`src/rtl/bitstream_pkg.sv`:
```
// bitstream_pkg: shared types and constants for the bitstream integrator scheduler
package bitstream_pkg;
  typedef enum logic [1:0] {IDLE, CAPTURE, WAIT, RESULT} sched_state_t;
  localparam int RESULT_W = 32;
  localparam int RES_LAT_DEF = 2;
endpackage

```
`src/rtl/rr_arbiter.sv`:
```
// rr_arbiter: combinational round-robin pick of the first request at or after ptr
module rr_arbiter #(
  parameter int NCH = 4,
  localparam int CH_W = $clog2(NCH)
) (
  input  logic [NCH-1:0]  req,
  input  logic [CH_W-1:0] ptr,
  output logic [NCH-1:0]  gnt,
  output logic [CH_W-1:0] idx
);
  logic [2*NCH-1:0] dbl;
  logic [NCH-1:0] rot;
  assign dbl = {req, req} >> ptr;
  assign rot = dbl[NCH-1:0];
  // Scan from the farthest offset down so the nearest set bit wins
  always_comb begin
    gnt = '0;
    idx = '0;
    for (int i = NCH - 1; i >= 0; i--)
      if (rot[i]) idx = CH_W'((int'(ptr) + i) % NCH);
    gnt[idx] = |req;
  end
endmodule

```
`src/rtl/bitstream_integ_sched.sv`:
```
// bitstream_integ_sched: time-multiplexes one integrator among NCH bitstream sources
module bitstream_integ_sched import bitstream_pkg::*; #(
  parameter int NCH = 4,
  parameter int LEN_W = 16,
  parameter int RES_LAT = RES_LAT_DEF,
  localparam int CH_W = $clog2(NCH)
) (
  input  logic                clk,
  input  logic                n_rst,
  input  logic [NCH-1:0]      req,
  input  logic [LEN_W-1:0]    window_len,
  input  logic [NCH-1:0]      src_x,
  output logic                x,
  output logic                capture,
  input  logic [RESULT_W-1:0] int_y,
  output logic [NCH-1:0]      grant,
  output logic                busy,
  output logic                res_valid,
  input  logic                res_ready,
  output logic [RESULT_W-1:0] res_data,
  output logic [CH_W-1:0]     res_ch
);
  sched_state_t state;
  logic [CH_W-1:0] rr_ptr, gidx, arb_idx;
  logic [NCH-1:0] arb_gnt;
  logic [LEN_W-1:0] len_cnt;
  rr_arbiter #(.NCH(NCH)) u_arb (.req(req), .ptr(rr_ptr), .gnt(arb_gnt), .idx(arb_idx));
  assign x = |(src_x & grant);
  assign busy = state != IDLE;
  // len_cnt counts down the capture window, then is reused for the output latency wait
  always_ff @(posedge clk or negedge n_rst)
    if (!n_rst) begin
      state <= IDLE;
      grant <= '0;
      gidx <= '0;
      capture <= 1'b0;
      res_valid <= 1'b0;
      res_data <= '0;
      res_ch <= '0;
      rr_ptr <= '0;
      len_cnt <= '0;
    end else
      case (state)
        IDLE: if (|req) begin
          grant <= arb_gnt;
          gidx <= arb_idx;
          rr_ptr <= (arb_idx == CH_W'(NCH - 1)) ? '0 : arb_idx + 1'b1;
          len_cnt <= window_len - 1'b1;
          capture <= |window_len;
          res_valid <= ~|window_len;
          res_data <= '0;
          res_ch <= arb_idx;
          state <= (|window_len) ? CAPTURE : RESULT;
        end
        CAPTURE: if (len_cnt == '0) begin
          capture <= 1'b0;
          len_cnt <= LEN_W'(RES_LAT);
          state <= WAIT;
        end else len_cnt <= len_cnt - 1'b1;
        WAIT: if (len_cnt == '0) begin
          res_data <= int_y;
          res_ch <= gidx;
          res_valid <= 1'b1;
          state <= RESULT;
        end else len_cnt <= len_cnt - 1'b1;
        RESULT: if (res_ready) begin
          res_valid <= 1'b0;
          grant <= '0;
          state <= IDLE;
        end
      endcase
endmodule
```
`config.mk`:
```
export PLATFORM = sky130hd
export DESIGN_NAME = bitstream_integ_sched
export DESIGN_NICKNAME = d
export VERILOG_FILES = /design/src/rtl/bitstream_pkg.sv /design/src/rtl/rr_arbiter.sv /design/src/rtl/bitstream_integ_sched.sv
export SDC_FILE = /design/constraint.sdc
export NUM_CORES = 1
export LEC_CHECK = 0
export CAP_MARGIN = 20
export CORE_MARGIN = 2
export CORE_UTILIZATION = 52
export DETAILED_ROUTE_END_ITERATION = 8
export PLACE_DENSITY = 0.94
export SKIP_CTS_REPAIR_TIMING = 1
export SYNTH_ARGS = -nofsm -noshare
export SYNTH_HDL_FRONTEND = slang
export SYNTH_HIERARCHICAL = 1
export SYNTH_SLANG_ARGS = --single-unit
```
`constraint.sdc`:
```
create_clock -name clk -period 3.4 [get_ports clk]
set_input_delay 0.85 -clock clk [delete_from_list [all_inputs] [get_ports clk]]
set_output_delay 0.85 -clock clk [all_outputs]
set_load 0.03 [all_outputs]
```
==> results.cfg, run 1 <==
[status]
outcome = complete, no violations

[setup_path]
worstPathRequired_ps = 2550
path_cells = clkdlybuf4s50_1 -> a22oi_1 -> nand2_1 -> clkdlybuf4s50_1
cp_max_fo = 1
path_common_cell = clkdlybuf4s50_1
cpLargestDelayFamily = buffers and inverters
max_stage_delay_ps = 660
arrival_ps = 2130
cp_slowest_cell = clkdlybuf4s50_1
cp-start-kind = primary input
worst-path-buf-inv = 2
critPathCaptureType = output pin
critPathKind = primary input to output pin

[timing]
setup_violations = 0
max_freq_mhz = 336
hold_slack_ps = 437
hold_viol_final = 0
max_slew_margin_pct = 44.0
setup_tns_ps = 0
fin_skew_ps = 7.77
worst_pin_slew_ps = 838
rsz0062_at_grt = no
layout_min_cycle_time_ps = 2980
worst_slack_ps = 422
slew_violations = 0
fin_crit_sh_pct = 87.6

[floorplanning]
die-area_um2 = 7660
die_y_um = 87.5
die_w_um = 87.5
rows = 30
ios = 101
core-area_um2 = 6760
start_util_pct = 53.7

[clock_tree]
cts_tree = built
htreeDepth = 3
numClockSinks = 62
root_buffer = clkbuf_8
cts_buffers = 9
path_clk_slew_ps = 80
insertion_delay_ps = 340
cts_max_path_buffers = 2

[synthesis]
netlist_top_cells_area = dfrtp_1 43%, nand2_1 8.7%, o21ai_0 6.8%
syn-cell-area_um2 = 3630
syn-num-nets = 489
synth_top_area_share_pct = 42.7
synthDistinctLibCells = 56
synth_top_cell_by_area = dfrtp_1
synth_edf_count = 0
synthArstFlopShare_pct = 100
synth_flop_cell = dfrtp_1
postSynthCellCount = 421
ys_ff_latch = 62
yosys_warnings = 6
ys_seq_area_share_pct = 42.7
postSynthAreaPerCell_um2 = 8.62

[global_route]
grt_pass1_wl_mm = 15.7
grt_pass1_vias = 3321
grt_overflow = 0
antenna_found_initial = 0
grt_use_total_pct = 25.9
grt_start_max_net_pins = 39

[drt]
drtIter0Drc = 189
vias = 3538
via_per_inst = 5.82
wl_per_cell_um = 16.1
firstDrtPassIters = 5
ant_nets = 0
drcViolationCount = 0
drt_wl_total_mm = 9.77

[final_layout]
n_antenna_cell = 0
layout_common_cells = 99 x clkdlybuf4s50_1, 84 x nand2_1, 62 x dfrtp_1
num-fill-cells = 474
area_growth_pct = 35.1
final_nets = 591
final_common_cell = clkdlybuf4s50_1
drive_above_1_share_pct = 8.90

[power]
p_total_mw = 1.55
leakage_nw = 2.04
peakVddDrop_mv = 0.188
power_density_nw_per_um2 = 316

[placement]
dpl_worst_slack_ps = 128
hpwl_mm = 6.97
io_buffers = 100
gp_congestion = 0.895

[job]
cap_violations = 0

[worst_hold_path]
hold_class = primary input to asynchronous set/reset pin
-- metrics by stage --
stage,instance area (µm²),instances,util (%)
5_1_grt,4900,608,72.6
3_3_place_gp,4690,592,69.5
3_5_place_dp,4690,592,69.5
6_report,4900,608,72.6
2_1_floorplan,3630,421,-
4_1_cts,4900,608,72.6
-- sequential cells by signal (all words and copies together), names as in the netlist, 2 cells and up --
register	flops
gidx	2
grant	4
len_cnt	16
res_ch	2
res_data	32
rr_ptr	2
state	2
-- synthesized netlist by cell type, drive strengths merged, types with 2 or more instances --
library cell	number
xor2	7
nor4	7
nand2b	7
nand2	84
nand4	2
o21ai	55
a22oi	3
inv	18
o31ai	2
ha	9
nor2b	3
o22ai	2
a31oi	6
a211oi	4
xnor2	5
or3	3
nand3	3
and3	4
o311ai	3
mux2	3
a22o	2
a21oi	25
or4	4
nor4b	3
clkbuf	13
buf	9
nor2	26
dfrtp	62
o2bb2ai	3
mux2i	4
a211o	4
nor3	21
-- layer usage --
metal | global-route usage [%] | share of wire (%)
met1 | 32.7 | 41
met2 | 45.5 | 51
met4 | 7.55 | 1.5
met3 | 4.81 | 6.3
met5 | 0 | 0
-- report_power, final --
part	switching, mW	internal, mW	total, mW
sequential	0	0.737	0.737
combinational	0.0539	0.0769	0.131
clock	0.318	0.362	0.680
total	0.372	1.18	1.55
-- kinds of logic after synthesis --
| kind of cell | count (synthesis) | share of synthesized area [%] |
|---|---|---|
| DFF | 62 | 42.7 |
| buffers and inverters | 40 | 5.62 |
| and+or+nand+nor | 173 | 22.7 |
| xor gates and xnor gates | 12 | 2.90 |
| AOI/OAI and AO/OA | 118 | 20.9 |
| muxes | 7 | 2.03 |
| adders and majority gates | 9 | 3.10 |
-- worst paths after layout --
kind                         startpoint           end  slack, ps  cells past startpoint
max                            src_x[1]             x        420                      4
min                               n_rst     res_ch[0]        440                      1
max reg2reg                  len_cnt[0]    len_cnt[5]        550                      9
min reg2reg                res_data[20]  res_data[20]        490                      2
max in group asynchronous         n_rst   len_cnt[15]       2260                      2
min in group clk           res_data[20]  res_data[20]        490                      2
-- cell type report --
type,count,area [µm²],share of cell area [%]
Multi-Input combinational cell,319,1880,38.4
Tap cell,80,100,2.04
Clock inverter,6,70.1,1.43
Clock buffer,10,138,2.81
Inverter,18,67.6,1.38
Sequential cell,62,1550,31.6
Timing Repair Buffer,113,1090,22.3
(Power assumes the default switching activity.)
==> run 2, diff against run 1 <==
--- a/config.mk
+++ b/config.mk
@@ -9,6 +9,7 @@
 export CORE_MARGIN = 2
 export CORE_UTILIZATION = 52
 export DETAILED_ROUTE_END_ITERATION = 8
+export GPL_TIMING_DRIVEN = 0
 export PLACE_DENSITY = 0.94
 export SKIP_CTS_REPAIR_TIMING = 1
 export SYNTH_ARGS = -nofsm -noshare
==> results.cfg, run 2 (synthesis gave the netlist of run 1 again) <==
[status]
outcome = complete, no violations

[drt]
vias = 3687
drtIter0Drc = 267
drcViolationCount = 0
drt_wl_total_mm = 10.3
ant_nets = 0
via_per_inst = 5.97
firstDrtPassIters = 6
wl_per_cell_um = 16.6

[clock_tree]
path_clk_slew_ps = 70
htreeDepth = 3
root_buffer = clkbuf_8
insertion_delay_ps = 350
cts_buffers = 9
numClockSinks = 62
cts_max_path_buffers = 2
cts_tree = built

[timing]
worst_slack_ps = 300
hold_slack_ps = 489
fin_skew_ps = 9.86
rsz0062_at_grt = no
layout_min_cycle_time_ps = 3100
fin_crit_sh_pct = 91.2
max_slew_margin_pct = 51.3
setup_violations = 0
slew_violations = 0
worst_pin_slew_ps = 728
hold_viol_final = 0
setup_tns_ps = 0
max_freq_mhz = 323

[setup_path]
path_common_cell = inv_1
path_cells = inv_1 -> ha_1 -> clkbuf_1 -> inv_1 -> clkdlybuf4s50_1
critPathCaptureType = output pin
critPathKind = register to output pin
cpLargestDelayFamily = buffers and inverters
worst-path-buf-inv = 4
cp_slowest_cell = clkdlybuf4s50_1
max_stage_delay_ps = 640
cp-start-kind = register
worstPathRequired_ps = 2550
arrival_ps = 2250
cp_max_fo = 9

[floorplanning]
core-area_um2 = 6760
die_w_um = 87.5
die-area_um2 = 7660
ios = 101
start_util_pct = 53.7
rows = 30
die_y_um = 87.5

[placement]
dpl_worst_slack_ps = 118
placedCellCount = 602
hpwl_mm = 7.48
gp_congestion = 0.906
io_buffers = 100

[final_layout]
final_common_cell = clkdlybuf4s50_1
reg_top3 = res_data (32), len_cnt (16), grant (4)
largest_register_ffs = 32
n_antenna_cell = 0
layout_common_cells = 99 x clkdlybuf4s50_1, 84 x nand2_1, 62 x dfrtp_1
area_growth_pct = 36.9
final_nets = 601
drive_above_1_share_pct = 7.99
regMostFlops = res_data
fin_util_pct = 73.5
instances_no_fill = 618

[job]
cap_violations = 0

[power]
p_int_mw = 1.25
leakage_nw = 2.07
clock_power_share_pct = 45.9
sw_frac_of_total_pct = 22.2
p_sw_uw = 355
p_seq_share_pct = 46.0
power_density_nw_per_um2 = 322
peakVddDrop_mv = 0.219
power_frac_comb_pct = 8.0

[global_route]
grt_pass1_wl_mm = 16.2
grt_use_total_pct = 26.8
antenna_found_initial = 0
grt_overflow = 0
grt_pass1_vias = 3478
grt_start_max_net_pins = 36

[worst_hold_path]
hold_class = register to register
## run 2: cell count changes in the layout (fill, tap and decap cells not counted), sizes merged
cell and change:
buf -3, bufinv +1, clkinvlp -2, clkbuf +14
## run 2: per-stage QoR
step | total power, mW | instance area (µm²)
after floorplan | 0.779 | 3630
after global placement | 0.873 | 4730
after detailed placement | 0.879 | 4750
after CTS | 1.61 | 4970
after global routing | 1.65 | 4970
final | 1.60 | 4970
## run 2: path summary, 6_finish.rpt
kind                               from           end  slack, ps  depth (start not counted)
max                            state[1]          busy        300                          5
min in group asynchronous         n_rst      grant[3]        540                          1
min reg2reg                res_data[21]  res_data[21]        490                          2
max reg2reg                  len_cnt[0]  res_data[27]        830                         11
min                        res_data[21]  res_data[21]        490                          2
max in group asynchronous         n_rst   len_cnt[10]       2240                          2
## run 2: tightest hold or removal path: stages, from the launching register on
cell and delay (ps):
dfrtp_1 340, nand2_1 40, o21ai_0 70
## run 2: area by class of cell
cell class / count / area, µm²
Buffer: 22 / 136
Clock buffer: 11 / 141
Clock inverter: 5 / 81.3
Fill cell: 477 / 1790
Inverter: 18 / 67.6
Multi-Input combinational cell: 319 / 1870
Sequential cell: 62 / 1550
Tap cell: 80 / 100
Timing Repair Buffer: 101 / 1020
## run 2: power groups by stage
stage	clock network, mW	registers (mW)	logic [mW]
6_report	0.736	0.737	0.129
5_1_grt	0.776	0.737	0.139
4_1_cts	0.741	0.737	0.129
3_5_place_dp	0	0.751	0.128
3_3_place_gp	0	0.752	0.122
2_1_floorplan	0	0.752	0.0271
## run 2: layer usage
layer | track usage, % | vias to the layer above | routed length, µm | part of all wire (%)
li1 | - | 1729 | - | -
met1 | 34.4 | 1758 | 4230 | 41
met2 | 44.7 | 173 | 5140 | 50
met3 | 5.18 | 27 | 639 | 6.2
met4 | 10.6 | 0 | 257 | 2.5
met5 | 0 | - | 0 | 0
